**src/rtl/bram_uart_loader.sv**
```systemverilog
// bram_uart_loader: boot-time loader that receives a program image over an
// 8N1 UART and writes 16-bit words into BRAM port B from address 0. The CPU
// datapath is held in reset until the image has loaded.
// Optional feature macro: LOADER_CHECKSUM_EN. When defined, an XOR checksum
// word follows the data, and a mismatch ends the load in ERROR.
module bram_uart_loader #(
    parameter int CLKS_PER_BIT = 434,
    parameter int ADDR_W       = 10
) (
    input  logic              clk,
    input  logic              rst,
    input  logic              uart_rx,
    output logic [ADDR_W-1:0] mem_addr,
    output logic [15:0]       mem_data,
    output logic              mem_we,
    output logic              cpu_rst,
    output logic              busy,
    output logic              done,
    output logic              err
);
    localparam int CNT_W = $clog2(CLKS_PER_BIT);
    localparam logic [CNT_W-1:0] BIT_LAST  = CNT_W'(CLKS_PER_BIT - 1);
    localparam logic [CNT_W-1:0] HALF_LAST = CNT_W'(CLKS_PER_BIT / 2 - 1);
    localparam logic [16:0] MAX_WORDS = 17'(1) << ADDR_W;

    localparam logic [1:0] RX_IDLE  = 2'd0;
    localparam logic [1:0] RX_START = 2'd1;
    localparam logic [1:0] RX_DATA  = 2'd2;
    localparam logic [1:0] RX_STOP  = 2'd3;

    localparam logic [3:0] L_CNT_HI = 4'd0;
    localparam logic [3:0] L_CNT_LO = 4'd1;
    localparam logic [3:0] L_DAT_HI = 4'd2;
    localparam logic [3:0] L_DAT_LO = 4'd3;
    localparam logic [3:0] L_WRITE  = 4'd4;
    localparam logic [3:0] L_DONE   = 4'd5;
    localparam logic [3:0] L_ERR    = 4'd6;
`ifdef LOADER_CHECKSUM_EN
    localparam logic [3:0] L_CHK_HI = 4'd7;
    localparam logic [3:0] L_CHK_LO = 4'd8;
    localparam logic [3:0] L_AFTER_DATA = L_CHK_HI;
`else
    localparam logic [3:0] L_AFTER_DATA = L_DONE;
`endif

    // Receiver -> load FSM interface: byte_valid_q is a one-cycle pulse with
    // the byte in shift_q; frame_err_q is a one-cycle pulse on a bad stop
    // bit. There is no back-pressure: the FSM consumes a byte in its pulse
    // cycle, and shift_q holds steady until the next byte's data bits.
    logic             rx_s1_q, rx_s2_q, rx_prev_q;
    logic [1:0]       rx_state_q, rx_state_d;
    logic [CNT_W-1:0] clk_cnt_q, clk_cnt_d;
    logic [2:0]       bit_idx_q, bit_idx_d;
    logic [7:0]       shift_q, shift_d;
    logic             byte_valid_q, byte_valid_d;
    logic             frame_err_q, frame_err_d;
    logic             start_ok;

    logic [3:0]        state_q, state_d;
    logic [7:0]        cnt_hi_q, cnt_hi_d;
    logic [15:0]       rem_q, rem_d;
    logic [ADDR_W-1:0] addr_q, addr_d;
    logic [15:0]       data_q, data_d;
    logic              busy_q, busy_d;
    logic              cpu_rst_q, cpu_rst_d;
`ifdef LOADER_CHECKSUM_EN
    logic [15:0]       chk_q, chk_d;
    logic [7:0]        chk_hi_q, chk_hi_d;
`endif

    // Two-flop synchroniser plus one history flop for falling-edge detection.
    always_ff @(posedge clk) begin
        if (rst) begin
            rx_s1_q   <= 1'b1;
            rx_s2_q   <= 1'b1;
            rx_prev_q <= 1'b1;
        end else begin
            rx_s1_q   <= uart_rx;
            rx_s2_q   <= rx_s1_q;
            rx_prev_q <= rx_s2_q;
        end
    end

    // UART receiver: mid-bit start confirmation, then one sample per bit time.
    always_comb begin
        rx_state_d   = rx_state_q;
        clk_cnt_d    = clk_cnt_q;
        bit_idx_d    = bit_idx_q;
        shift_d      = shift_q;
        byte_valid_d = 1'b0;
        frame_err_d  = 1'b0;
        start_ok     = 1'b0;
        case (rx_state_q)
            RX_IDLE: begin
                if (rx_prev_q && !rx_s2_q) begin
                    rx_state_d = RX_START;
                    clk_cnt_d  = '0;
                end
            end
            RX_START: begin
                if (clk_cnt_q == HALF_LAST) begin
                    clk_cnt_d = '0;
                    if (rx_s2_q) begin
                        rx_state_d = RX_IDLE;   // glitch, not a start bit
                    end else begin
                        rx_state_d = RX_DATA;
                        bit_idx_d  = '0;
                        start_ok   = 1'b1;
                    end
                end else begin
                    clk_cnt_d = clk_cnt_q + 1'b1;
                end
            end
            RX_DATA: begin
                if (clk_cnt_q == BIT_LAST) begin
                    clk_cnt_d = '0;
                    shift_d   = {rx_s2_q, shift_q[7:1]};
                    if (bit_idx_q == 3'd7) rx_state_d = RX_STOP;
                    else bit_idx_d = bit_idx_q + 3'd1;
                end else begin
                    clk_cnt_d = clk_cnt_q + 1'b1;
                end
            end
            default: begin
                if (clk_cnt_q == BIT_LAST) begin
                    clk_cnt_d  = '0;
                    rx_state_d = RX_IDLE;
                    if (rx_s2_q) byte_valid_d = 1'b1;
                    else frame_err_d = 1'b1;
                end else begin
                    clk_cnt_d = clk_cnt_q + 1'b1;
                end
            end
        endcase
    end

    // Load FSM: count, data words (optionally checksum), then DONE or ERROR.
    always_comb begin
        state_d   = state_q;
        cnt_hi_d  = cnt_hi_q;
        rem_d     = rem_q;
        addr_d    = addr_q;
        data_d    = data_q;
        busy_d    = busy_q;
        cpu_rst_d = (state_q != L_DONE);
`ifdef LOADER_CHECKSUM_EN
        chk_d     = chk_q;
        chk_hi_d  = chk_hi_q;
`endif
        if (start_ok && state_q != L_DONE && state_q != L_ERR) busy_d = 1'b1;
        case (state_q)
            L_CNT_HI: if (byte_valid_q) begin
                cnt_hi_d = shift_q;
                state_d  = L_CNT_LO;
            end
            L_CNT_LO: if (byte_valid_q) begin
                if ({cnt_hi_q, shift_q} == 16'd0) begin
                    state_d = L_AFTER_DATA;
                end else if ({1'b0, cnt_hi_q, shift_q} > MAX_WORDS) begin
                    state_d = L_ERR;
                end else begin
                    rem_d   = {cnt_hi_q, shift_q};
                    state_d = L_DAT_HI;
                end
            end
            L_DAT_HI: if (byte_valid_q) begin
                data_d[15:8] = shift_q;
                state_d      = L_DAT_LO;
            end
            L_DAT_LO: if (byte_valid_q) begin
                data_d[7:0] = shift_q;
                state_d     = L_WRITE;
            end
            L_WRITE: begin
                // addr wraps to 0 after the last slot; harmless, FSM is finishing
                addr_d = addr_q + 1'b1;
                rem_d  = rem_q - 16'd1;
`ifdef LOADER_CHECKSUM_EN
                chk_d  = chk_q ^ data_q;
`endif
                state_d = (rem_q == 16'd1) ? L_AFTER_DATA : L_DAT_HI;
            end
`ifdef LOADER_CHECKSUM_EN
            L_CHK_HI: if (byte_valid_q) begin
                chk_hi_d = shift_q;
                state_d  = L_CHK_LO;
            end
            L_CHK_LO: if (byte_valid_q) begin
                state_d = ({chk_hi_q, shift_q} == chk_q) ? L_DONE : L_ERR;
            end
`endif
            L_DONE: state_d = L_DONE;
            L_ERR:  state_d = L_ERR;
            default: state_d = L_ERR;
        endcase
        if (frame_err_q && state_q != L_DONE && state_q != L_ERR) state_d = L_ERR;
        if (state_d == L_DONE || state_d == L_ERR) busy_d = 1'b0;
    end

    // State registers for receiver and load FSM.
    always_ff @(posedge clk) begin
        if (rst) begin
            rx_state_q   <= RX_IDLE;
            clk_cnt_q    <= '0;
            bit_idx_q    <= '0;
            shift_q      <= '0;
            byte_valid_q <= 1'b0;
            frame_err_q  <= 1'b0;
            state_q      <= L_CNT_HI;
            cnt_hi_q     <= '0;
            rem_q        <= '0;
            addr_q       <= '0;
            data_q       <= '0;
            busy_q       <= 1'b0;
            cpu_rst_q    <= 1'b1;
`ifdef LOADER_CHECKSUM_EN
            chk_q        <= '0;
            chk_hi_q     <= '0;
`endif
        end else begin
            rx_state_q   <= rx_state_d;
            clk_cnt_q    <= clk_cnt_d;
            bit_idx_q    <= bit_idx_d;
            shift_q      <= shift_d;
            byte_valid_q <= byte_valid_d;
            frame_err_q  <= frame_err_d;
            state_q      <= state_d;
            cnt_hi_q     <= cnt_hi_d;
            rem_q        <= rem_d;
            addr_q       <= addr_d;
            data_q       <= data_d;
            busy_q       <= busy_d;
            cpu_rst_q    <= cpu_rst_d;
`ifdef LOADER_CHECKSUM_EN
            chk_q        <= chk_d;
            chk_hi_q     <= chk_hi_d;
`endif
        end
    end

    assign mem_addr = addr_q;
    assign mem_data = data_q;
    assign mem_we   = (state_q == L_WRITE);
    assign cpu_rst  = cpu_rst_q;
    assign busy     = busy_q;
    assign done     = (state_q == L_DONE);
    assign err      = (state_q == L_ERR);
endmodule

```
**config.mk**
```make
export PLATFORM = sky130hd
export DESIGN_NAME = bram_uart_loader
export DESIGN_NICKNAME = d
export VERILOG_FILES = /design/src/rtl/bram_uart_loader.sv
export SDC_FILE = /design/constraint.sdc
export NUM_CORES = 1
export LEC_CHECK = 0
export BUFFER_PORTS_ARGS = -buffer_cell sky130_fd_sc_hd__buf_2
export CAP_MARGIN = 20
export CORE_MARGIN = 8
export CORE_UTILIZATION = 40
export DETAILED_ROUTE_END_ITERATION = 16
export PLACE_DENSITY = 0.62
export SETUP_SLACK_MARGIN = 0.3
export SYNTH_ARGS = -nofsm -noshare
export SYNTH_HDL_FRONTEND = slang
export SYNTH_SLANG_ARGS = --single-unit
```
**constraint.sdc**
```tcl
create_clock -name clk -period 2.34 [get_ports clk]
set_clock_uncertainty 0.05 [all_clocks]
set_input_delay 0.468 -clock clk [delete_from_list [all_inputs] [get_ports clk]]
set_output_delay 0.468 -clock clk [all_outputs]
set_load 0.1 [all_outputs]
```
==> flow_summary.toml <==
[worst_setup_path]
cp_cell_sequence = "or4_4 -> or4_4 -> a31oi_4 -> buf_12 -> a21oi_2 -> o221a_1"
crit_buf_inv = 1
cpLargestDelayFamily = "simple AND/OR/NAND/NOR gates"
start_kind = "register"
worstSetupEndpointType = "register"
path_common_cell = "or4_4"
max_stage_delay_ns = 0.59
crit_fanout = 5
worst-setup-path-type = "register to register"
slowest_stage = "or4_4"
worstPathRequired_ns = 2.54
arrival_ns = 2.42

[pwr]
sequentialPowerShare = 0.471
swShare = 0.270
ir_worst_vdd_mv = 0.369
p_switching_mw = 0.849
internal-power_mw = 2.29
comb_power_share = 0.157
powerDensity_nw_per_um2 = 638
power.leakage_nw = 2.02
p_clk_frac = 0.372

[clock_network]
tritoncts = "built"
htreeDepth = 3
cts-root-buf = "clkbuf_8"
clk_latency_ns = 0.36
holdBufCountCts = 0
clk_pin_slew_ns = 0.08
clk_path_buf_depth = 2
cts_buffers = 9
clkSinkCount = 83

[sta]
setup_ws_ns = 0.120
tightest_slew_ns = 0.503
relSlewSlack = 0.665
fin_crit_ns = 2.22
fin_crit_sh = 0.949
rsz0062_at_grt = "true"
finalSetupViolCount = 0
max_freq_ghz = 0.450
slew_violations = 0
hold_violations = 0
fin_tns_setup_ns = 0

[synth]
postSynthCellCount = 443
synth_ff_type = "dfxtp_1"
seq_area_frac_synth = 0.426
synth_enable_flop_cells = 0
yosys_warnings = 0
async_reset_ff_frac = 0
avgSynthCellArea_um2 = 8.80
syn-num-nets = 457
mappedNetlistArea_um2 = 3900
synth_cell_type_count = 63
ys_ff_latch = 83

[grt]
track_usage = 0.151
first_global_vias = 3303
gr-total-overflow = 0
grt_first_pass_wirelength_um = 16000
grt_antenna_before_repair = 0
grt_max_degree = 63

[placed_design]
gp_congestion = 0.886
io_buffers = 33
pre_cts_ws_ns = 0.101
dp.final_hpwl_um = 6680

[cells_and_area]
regArea_um2 = 1680
syn2layout_area_growth_pct = 26.4
n_fill_cell = 914
drive_gt1_frac = 0.291
antenna_cells = 0
finalNetCount = 518
multi_input_area_um2 = 2250

[floorplanning]
start_util = 0.405
coreArea_um2 = 9640
dieArea_um2 = 13200
rows = 36
fp.dieW_um = 115
pin_count = 34
chipHeight_um = 115

[route]
wire_per_inst_um = 15.1
drc = 0
detail_route.wirelength_um = 9690
viasPerCell = 5.33
drtAntennaViolNets = 0
vias = 3425
dr.pass1.iters = 4
first_iter_violations = 212

[worst_hold_path]
hold_path.class = "input port to register"

[flow_run]
cap_viol_max_count = 0

[outcome]
status = "finished clean"
synthesized netlist by cell type (3+ instances only):
| cell type | number | share of area |
|---|---|---|
| a311oi_1 | 3 | 0.0067 |
| a31oi_1 | 5 | 0.0080 |
| xor2_1 | 9 | 0.020 |
| inv_1 | 14 | 0.013 |
| buf_2 | 4 | 0.0051 |
| mux2i_1 | 25 | 0.064 |
| or2_2 | 6 | 0.0096 |
| nand4_1 | 7 | 0.011 |
| or3_1 | 7 | 0.011 |
| ha_1 | 11 | 0.035 |
| nand3_1 | 18 | 0.023 |
| and3_1 | 8 | 0.013 |
| nand2b_1 | 4 | 0.0064 |
| xnor2_1 | 7 | 0.016 |
| a21oi_1 | 31 | 0.040 |
| and2_1 | 4 | 0.0064 |
| a22oi_1 | 3 | 0.0058 |
| dfxtp_1 | 83 | 0.43 |
| nor3_1 | 10 | 0.013 |
| nand2_1 | 28 | 0.027 |
| nand4b_1 | 3 | 0.0067 |
| clkbuf_1 | 13 | 0.013 |
| nor4_1 | 3 | 0.0048 |
| o21ai_1 | 3 | 0.0038 |
| or4_1 | 5 | 0.0096 |
| nor2_1 | 64 | 0.062 |
| o21ai_0 | 16 | 0.021 |
worst reg2reg max path, stage by stage (launching register included):
cell     delay, ns
dfxtp_2       0.33
or4_4         0.56
or4_4         0.59
a31oi_4       0.21
buf_12        0.15
a21oi_2       0.03
o221a_1       0.20
metal layers:
metal / share of wire / GRT usage
met1: 0.46 / 0.187
met5: 0 / 0
met4: 0.013 / 0.0587
met3: 0.037 / 0.0310
met2: 0.49 / 0.252
sequential cells by signal (all words and copies together), names as in the netlist, 2 cells and up:
name	count
cnt_hi_q	8
clk_cnt_q	9
shift_q	8
rx_state_q	2
mem_addr	10
bit_idx_q	3
rem_q	16
mem_data	16
state_q	4
final cells by class:
type                    count  area share
clock buffers              13      0.0322
clock inverters             3      0.0140
repair buffers             70       0.110
well taps                 133      0.0338
multi-input cells         326       0.457
flip-flops and latches     83       0.341
inverters                  14      0.0112
what timing repair did:
item,4_1_cts,5_1_grt
setup buffers,11,6
pin swaps,8,19
gates resized for setup,18,38
setup endpoints to repair,23,44
cell families (layout without fill, tap and decap cells):
kind of cell	Yosys count	in the layout	share of synthesized area
adder cells (fa/ha/maj)	11	11	0.0353
XOR/XNOR	16	16	0.0359
AO/OA/AOI/OAI	90	90	0.158
buffers and inverters	34	100	0.0369
multiplexers	25	25	0.0642
flip-flops	83	83	0.426
other	1	1	0.000962
AND/OR/NAND/NOR	183	183	0.243
power by group through the flow:
stage	logic [mW]	registers [mW]	clock network [mW]
after floorplan	0.324	1.51	0
after global placement	0.443	1.51	0
after detailed placement	0.454	1.51	0
after CTS	0.472	1.48	1.20
after global routing	0.552	1.49	1.26
final	0.493	1.48	1.17
worst paths after layout:
check | startpoint | cells after the start | end | slack, ns
setup / recovery | cnt_hi_q[1] | 6 | rem_q[6] | 0.12
hold / removal | uart_rx | 2 | rx_s1_q | 0.26
setup reg to reg | cnt_hi_q[1] | 6 | rem_q[6] | 0.12
hold reg to reg | rx_s1_q | 1 | rx_s2_q | 0.36
placed cells by master (no fill, tap or decap), types with 4 or more instances in the layout:
cell type,count
dfxtp_1,71
nor2_1,61
buf_2,30
a21oi_1,27
buf_4,27
nand2_1,26
mux2i_1,25
nand3_1,18
o21ai_0,14
inv_1,13
ha_1,11
clkbuf_8,11
dfxtp_2,10
xor2_1,9
buf_6,8
and3_1,7
nand4_1,7
xnor2_1,7
nor3_1,7
or4_4,6
or3_1,6
or2_2,5
a31oi_1,5
buf_12,5
and2_1,4
a21oi_2,4
per-stage QoR:
step / utilization / cell area [um^2] / power [mW] / hold slack [ns] / std cells
floorplan: - / 3950 / 1.83 / 0.339 / 443
global placement: 0.453 / 4370 / 1.95 / 0.351 / 609
detailed placement: 0.453 / 4370 / 1.97 / 0.353 / 609
CTS: 0.492 / 4740 / 3.15 / 0.255 / 636
global route: 0.511 / 4930 / 3.30 / 0.252 / 642
finish: 0.511 / 4930 / 3.14 / 0.261 / 642
Note: power is estimated with default switching activity, not from simulation.
